==> config.mk <==
export PLATFORM = sky130hd
export DESIGN_NAME = muldiv_issue
export DESIGN_NICKNAME = d
export VERILOG_FILES = /design/src/rtl/muldiv_issue.sv
export SDC_FILE = /design/constraint.sdc
export NUM_CORES = 1
export LEC_CHECK = 0
export ABC_AREA = 1
export BUFFER_PORTS_ARGS = -buffer_cell sky130_fd_sc_hd__buf_2
export CAP_MARGIN = 10
export CORE_AREA = 3 3 156 158
export DETAILED_ROUTE_END_ITERATION = 7
export DIE_AREA = 0 0 159 161
export GPL_TIMING_DRIVEN = 0
export PLACE_DENSITY = 0.74
export SLEW_MARGIN = 25
export SYNTH_ARGS = -nofsm -noshare
export SYNTH_HDL_FRONTEND = slang
export SYNTH_SLANG_ARGS = --single-unit
==> constraint.sdc <==
create_clock -name clk -period 2.6 [get_ports clk]
set_clock_uncertainty 0.05 [all_clocks]
set_input_delay 0.13 -clock clk [delete_from_list [all_inputs] [get_ports clk]]
set_output_delay 0.13 -clock clk [all_outputs]
set_load 0.1 [all_outputs]
==> src/rtl/muldiv_issue.sv <==
`default_nettype none
// ============================================================================
// Module   : muldiv_issue
// Purpose  : EX-stage issue / write-back controller for the multi-cycle
//            multiplier and divider. Latches operands, launches the unit,
//            stalls the pipeline and commits the 64-bit result to HI/LO.
//            Flushes drain (multiplier) or annul (divider) in-flight work.
// Revision : 1.0 - initial release
// ============================================================================
module muldiv_issue #(
  parameter bit DIVZERO_SKIP = 1'b1
) (
  input  logic        clk,
  input  logic        rst,
  input  logic        op_valid_i,
  input  logic [2:0]  op_i,
  input  logic [31:0] rs_i,
  input  logic [31:0] rt_i,
  input  logic        flush_i,
  output logic        mul_start_o,
  output logic        mul_signed_o,
  output logic [31:0] mul_a_o,
  output logic [31:0] mul_b_o,
  input  logic [63:0] mul_result_i,
  input  logic        mul_ready_i,
  output logic        div_start_o,
  output logic        div_signed_o,
  output logic [31:0] div_a_o,
  output logic [31:0] div_b_o,
  input  logic [63:0] div_result_i,
  input  logic        div_ready_i,
  output logic        div_annul_o,
  output logic        stall_o,
  output logic [31:0] hi_o,
  output logic [31:0] lo_o
);

  localparam logic [2:0] c_IDLE      = 3'd0;
  localparam logic [2:0] c_MUL_BUSY  = 3'd1;
  localparam logic [2:0] c_DIV_BUSY  = 3'd2;
  localparam logic [2:0] c_DONE      = 3'd3;
  localparam logic [2:0] c_MUL_DRAIN = 3'd4;

  localparam logic [2:0] c_OP_MULT  = 3'd1;
  localparam logic [2:0] c_OP_MULTU = 3'd2;
  localparam logic [2:0] c_OP_DIV   = 3'd3;
  localparam logic [2:0] c_OP_DIVU  = 3'd4;
  localparam logic [2:0] c_OP_MTHI  = 3'd5;
  localparam logic [2:0] c_OP_MTLO  = 3'd6;

  logic [2:0]  r_state;
  logic [2:0]  w_next;
  logic        r_mul_start;
  logic        r_mul_signed;
  logic [31:0] r_mul_a;
  logic [31:0] r_mul_b;
  logic        r_div_start;
  logic        r_div_signed;
  logic [31:0] r_div_a;
  logic [31:0] r_div_b;
  logic        r_div_annul;
  logic [31:0] r_hi;
  logic [31:0] r_lo;
  logic        w_stall;

  logic w_issue;
  logic w_is_mul;
  logic w_is_div;
  logic w_div_skip;
  logic w_muldiv_op;
  logic w_any_op;

  assign w_issue     = op_valid_i & ~flush_i & (r_state == c_IDLE);
  assign w_is_mul    = (op_i == c_OP_MULT) | (op_i == c_OP_MULTU);
  assign w_is_div    = (op_i == c_OP_DIV)  | (op_i == c_OP_DIVU);
  // A zero divisor never reaches the divider when skipping is enabled
  assign w_div_skip  = DIVZERO_SKIP & (rt_i == 32'd0);
  assign w_muldiv_op = w_is_mul | w_is_div;
  assign w_any_op    = w_muldiv_op | (op_i == c_OP_MTHI) | (op_i == c_OP_MTLO);

  // Next-state selection; flush takes priority over a coincident ready pulse
  always_comb begin
    w_next = r_state;
    case (r_state)
      c_IDLE: begin
        if (w_issue && w_is_mul) begin
          w_next = c_MUL_BUSY;
        end else if (w_issue && w_is_div) begin
          w_next = w_div_skip ? c_DONE : c_DIV_BUSY;
        end
      end
      c_MUL_BUSY: begin
        // A ready arriving with the flush completes the drain at once
        if (flush_i) begin
          w_next = mul_ready_i ? c_IDLE : c_MUL_DRAIN;
        end else if (mul_ready_i) begin
          w_next = c_DONE;
        end
      end
      c_DIV_BUSY: begin
        if (flush_i) begin
          w_next = c_IDLE;
        end else if (div_ready_i) begin
          w_next = c_DONE;
        end
      end
      c_DONE:      w_next = c_IDLE;
      c_MUL_DRAIN: if (mul_ready_i) w_next = c_IDLE;
      default:     w_next = c_IDLE;
    endcase
  end

  // Pipeline freeze request, held low during reset
  always_comb begin
    w_stall = 1'b0;
    if (!rst) begin
      case (r_state)
        c_IDLE:      w_stall = op_valid_i & ~flush_i & w_muldiv_op;
        c_MUL_BUSY:  w_stall = 1'b1;
        c_DIV_BUSY:  w_stall = 1'b1;
        c_MUL_DRAIN: w_stall = op_valid_i & w_any_op;
        default:     w_stall = 1'b0;
      endcase
    end
  end

  // State register
  always_ff @(posedge clk) begin
    if (rst) r_state <= c_IDLE;
    else     r_state <= w_next;
  end

  // Unit launch: start/annul pulses and operands that stay frozen until the next issue
  always_ff @(posedge clk) begin
    if (rst) begin
      r_mul_start  <= 1'b0;
      r_mul_signed <= 1'b0;
      r_mul_a      <= 32'd0;
      r_mul_b      <= 32'd0;
      r_div_start  <= 1'b0;
      r_div_signed <= 1'b0;
      r_div_a      <= 32'd0;
      r_div_b      <= 32'd0;
      r_div_annul  <= 1'b0;
    end else begin
      r_mul_start <= w_issue & w_is_mul;
      r_div_start <= w_issue & w_is_div & ~w_div_skip;
      r_div_annul <= (r_state == c_DIV_BUSY) & flush_i;
      if (w_issue && w_is_mul) begin
        r_mul_a      <= rs_i;
        r_mul_b      <= rt_i;
        r_mul_signed <= (op_i == c_OP_MULT);
      end
      if (w_issue && w_is_div && !w_div_skip) begin
        r_div_a      <= rs_i;
        r_div_b      <= rt_i;
        r_div_signed <= (op_i == c_OP_DIV);
      end
    end
  end

  // Architectural HI/LO: direct moves on issue, unit results only when not flushed
  always_ff @(posedge clk) begin
    if (rst) begin
      r_hi <= 32'd0;
      r_lo <= 32'd0;
    end else begin
      if (w_issue && op_i == c_OP_MTHI) r_hi <= rs_i;
      if (w_issue && op_i == c_OP_MTLO) r_lo <= rs_i;
      if (r_state == c_MUL_BUSY && !flush_i && mul_ready_i) begin
        r_hi <= mul_result_i[63:32];
        r_lo <= mul_result_i[31:0];
      end
      if (r_state == c_DIV_BUSY && !flush_i && div_ready_i) begin
        r_hi <= div_result_i[63:32];
        r_lo <= div_result_i[31:0];
      end
    end
  end

  assign mul_start_o  = r_mul_start;
  assign mul_signed_o = r_mul_signed;
  assign mul_a_o      = r_mul_a;
  assign mul_b_o      = r_mul_b;
  assign div_start_o  = r_div_start;
  assign div_signed_o = r_div_signed;
  assign div_a_o      = r_div_a;
  assign div_b_o      = r_div_b;
  assign div_annul_o  = r_div_annul;
  assign stall_o      = w_stall;
  assign hi_o         = r_hi;
  assign lo_o         = r_lo;

endmodule
`default_nettype wire

==> impl_summary.txt <==
----------------------------------------------------
[Finish]
  Final cell area excluding filler cells ... 12800 um^2
  Syn-to-layout area delta ... 48.7%
  Number of nets in the final layout ... 1962
  Fraction of final layout cells sized beyond drive strength 1 ... 27.6%
  Fill cell count ... 2271
  Footprint of the flip-flops and latches ... 4000 um^2
  Total area of multi-input combinational cells ... 3860 um^2

[Synth]
  Sequential area share after synthesis ... 46.4%
  Synthesized cell area ... 8630 um^2
  Yosys warnings ... 0
  Yosys reg bits ... 200
  Count of flip-flops with a built-in enable after synthesis ... 0
  Number of distinct library cell variants in the gate-level netlist after synthesis ... 23
  Synthesized net count ... 1427
  Fraction of post-synthesis cell area in the top cell type by area ... 46.4%
  Synth top area cells ... sky130_fd_sc_hd__dfxtp_1 (46%), sky130_fd_sc_hd__o21ai_0 (8.9%), sky130_fd_sc_hd__nand2_1 (8.4%)
  Top FF cell, synth ... sky130_fd_sc_hd__dfxtp_1
  Yosys top cell by area ... sky130_fd_sc_hd__dfxtp_1
  FFs w/ async S/R, synth ... 0%
  Synthesized netlist cell count ... 1226
  Post-Syn Area per Cell ... 7.04 um^2
  Library cell with the highest instance count after synthesis ... sky130_fd_sc_hd__dfxtp_1
  Most frequent cells after synthesis ... sky130_fd_sc_hd__dfxtp_1 (200), sky130_fd_sc_hd__nand2_1 (192), sky130_fd_sc_hd__nor2_1 (181)

[Worst setup path]
  Worst R2R Path Depth ... 6
  Maximum single-stage delay on the critical path ... 0.36 ns
  Worst-path cell chain ... nor2_4 -> nand2_2 -> nor2_4 -> nand2_2 -> inv_2 -> buf_4 -> nor3_1 -> a21oi_2 -> buf_12
  Critical path startpoint category ... register
  Data arrival time at the worst-slack endpoint ... 2.16 ns
  WP buf/inv ... 3
  CP delay by family, top ... simple AND/OR/NAND/NOR gates
  CP max stage cell ... sky130_fd_sc_hd__dfxtp_1
  Beginning of the critical path ... r_state[2]
  Number of stages on the worst setup path ... 9
  Setup slack of the most critical reg-to-reg path ... 0.40 ns
  Terminus of the critical flop-to-flop path ... hi_o[28]
  Data required time of the worst path ... 2.42 ns
  Crit path max fanout ... 19
  Startpoint of the worst register-to-register path ... r_state[2]
  Classification of the worst setup path ... register to output port
  Category of the worst setup path capture point ... output port

[Clock network]
  CTS tree ... built
  Number of buffers inserted during clock tree synthesis ... 17
  Root buf cell ... sky130_fd_sc_hd__clkbuf_16
  # clock sinks ... 200
  Number of setup buffers added after CTS ... 0
  Clock transition at path regs ... 0.08 ns
  Buffer levels on the longest clock path ... 2
  Clock network latency to the later pin of the worst-skew pair ... 0.42 ns
  CTS H-tree lvls ... 4

[Die]
  # rows ... 56
  I/O Pins ... 399
  Vertical die dimension ... 161 um
  Horizontal extent of the die ... 159 um
  Effective utilization at floorplan ... 37.1%
  Core box area ... 23300 um^2
  Area of the die ... 25600 um^2

[Routing]
  Avg WL per Cell ... 18.2 um
  Detail Route met2 WL ... 18.3 mm
  Vias after detailed routing ... 10607
  Uppermost signal routing layer after detailed routing ... met4
  Remaining number of nets flagged by the antenna check after routing ... 0
  Number of DRC markers in iteration 0 ... 836
  Via-per-instance ratio ... 5.06
  Routed length on met3 ... 3.22 mm
  Total detailed-routing wirelength ... 38.2 mm
  Number of remaining DRC errors ... 0
  Routed length on met1 ... 15.2 mm
  Number of iterations in the first detailed-routing pass ... 6

[Timing]
  Setup TNS ... 0 ns
  Unrepaired setup endpoints after global routing ... false
  Post-layout min period ... 2.34 ns
  Worst slew margin relative to its limit ... 48.6%
  Count of final setup violators ... 0
  Transition time at the pin with the least slew margin ... 0.771 ns
  Number of max-slew violations in the final report ... 0
  Maximum frequency from static timing analysis ... 427 MHz
  Final Hold Violating Endpoints ... 0
  Fraction of the cycle the final worst path needs ... 90.1%
  Worst hold-check slack ... 0.0278 ns

[Run]
  Max-cap violation count ... 0

[Power]
  Static leakage ... 6.57 nW
  Cell Pwr Density ... 809 nW/um^2
  Worst VDD drop ... 414 uV
  Post-layout total power ... 10.4 mW

[Placed design]
  Placed standard-cell area ... 11000 um^2
  Global placement routability congestion ... 0.949
  Final HPWL from detailed placement ... 28.9 mm
  Input/output buffers ... 398

[Worst hold path]
  Hold Path End ... hi_o[25]
  Hold path cells ... 5
  Hold_sp ... mul_result_i[57]
  Path class of the lowest-slack min-delay path ... input pin to register

[Global routing]
  Global Route Usage Sum ... 28.5%
  Number of antenna violations at the first check in global routing ... 5
  Via count of the first global-routing pass ... 10437
  Wire length of the first global-routing pass ... 58.2 mm
  Total gr overflow ... 0
  Largest net degree at the start of global routing ... 22

[Status]
  Status ... completed

----------------------------------------------------
## final cells by class
class	count	share of cell area, %
flip-flops and latches	200	31.2
multi-input cells	846	30.1
repair buffers	517	24.9
plain buffers	89	3.33
clock buffers	17	3.31
well taps	319	3.11
inverters	90	2.63
clock inverters	15	1.34
diodes	5	0.0975
## worst max path at each step
| stage | to |
|---|---|
| floorplan | stall_o |
| finish | stall_o |
| global placement | stall_o |
| global route | stall_o |
| detailed placement | stall_o |
| CTS | stall_o |
## worst min-delay path: stages
cell,delay (ns)
sky130_fd_sc_hd__buf_2,0.10
sky130_fd_sc_hd__nand2_1,0.05
sky130_fd_sc_hd__nand3_1,0.05
sky130_fd_sc_hd__o21ai_0,0.07
sky130_fd_sc_hd__a21oi_1,0.06
## flip-flops by register name, indices dropped and copies added, names as in the netlist, 3 cells and up
register and count:
div_a_o 32, div_b_o 32, hi_o 32, lo_o 32, mul_a_o 32, mul_b_o 32
r_state 3
## stage by stage
step / setup slack (ns) / cells / util (%)
global placement: 0.413 / 1943 / 47.4
CTS: 0.0482 / 2094 / 55.1
floorplan: 0.305 / 1226 / -
detailed placement: 0.400 / 1943 / 47.4
finish: 0.256 / 2098 / 55.2
global route: 0.105 / 2098 / 55.2
## logic make-up (layout without fill, tap and decap cells)
family / after synthesis / count (layout) / synth area share (%)
other: 0 / 5 / 0
and+or+nand+nor: 518 / 518 / 25.3
buffers and inverters: 180 / 728 / 8.96
DFF: 200 / 200 / 46.4
AOI/OAI and AO/OA: 328 / 328 / 19.4
## what timing repair did
action | CTS | global route
hold buffers | 119 | 0
endpoints found under the setup margin | 1 | 1
pin swaps | 0 | 0
gates resized for setup | 1 | 3
hold endpoints to repair | 138 | 0
## report_power, final
group	switching, mW	total [mW]	internal [mW]
combinational	3.31	4.14	0.831
sequential	0.173	3.55	3.37
clock	1.40	2.70	1.30
total	4.88	10.4	5.50
## placed cells by master, fill, tap and decap left out, types with 3 or more instances in the layout
| master | instances |
|---|---|
| sky130_fd_sc_hd__buf_2 | 424 |
| sky130_fd_sc_hd__nor2_4 | 3 |
| sky130_fd_sc_hd__inv_1 | 87 |
| sky130_fd_sc_hd__o21bai_1 | 12 |
| sky130_fd_sc_hd__buf_1 | 9 |
| sky130_fd_sc_hd__clkbuf_1 | 38 |
| sky130_fd_sc_hd__o21ai_0 | 154 |
| sky130_fd_sc_hd__nand4_1 | 4 |
| sky130_fd_sc_hd__inv_6 | 5 |
| sky130_fd_sc_hd__nor2_1 | 181 |
| sky130_fd_sc_hd__clkbuf_16 | 17 |
| sky130_fd_sc_hd__buf_4 | 14 |
| sky130_fd_sc_hd__nand3_1 | 126 |
| sky130_fd_sc_hd__nand2_1 | 192 |
| sky130_fd_sc_hd__clkinv_8 | 5 |
| sky130_fd_sc_hd__a21oi_1 | 131 |
| sky130_fd_sc_hd__dlygate4sd3_1 | 119 |
| sky130_fd_sc_hd__o21ai_1 | 30 |
| sky130_fd_sc_hd__diode_2 | 5 |
| sky130_fd_sc_hd__dfxtp_1 | 200 |
| sky130_fd_sc_hd__inv_2 | 3 |
| sky130_fd_sc_hd__nand2_2 | 3 |
## per-layer routing
layer  GRT usage, %  vias up
li1               -     5082
met1           34.1     4853
met2           49.3      579
met3           6.69       93
met4           12.3        0
met5              0        -
Power figures use the tool's default switching activity.
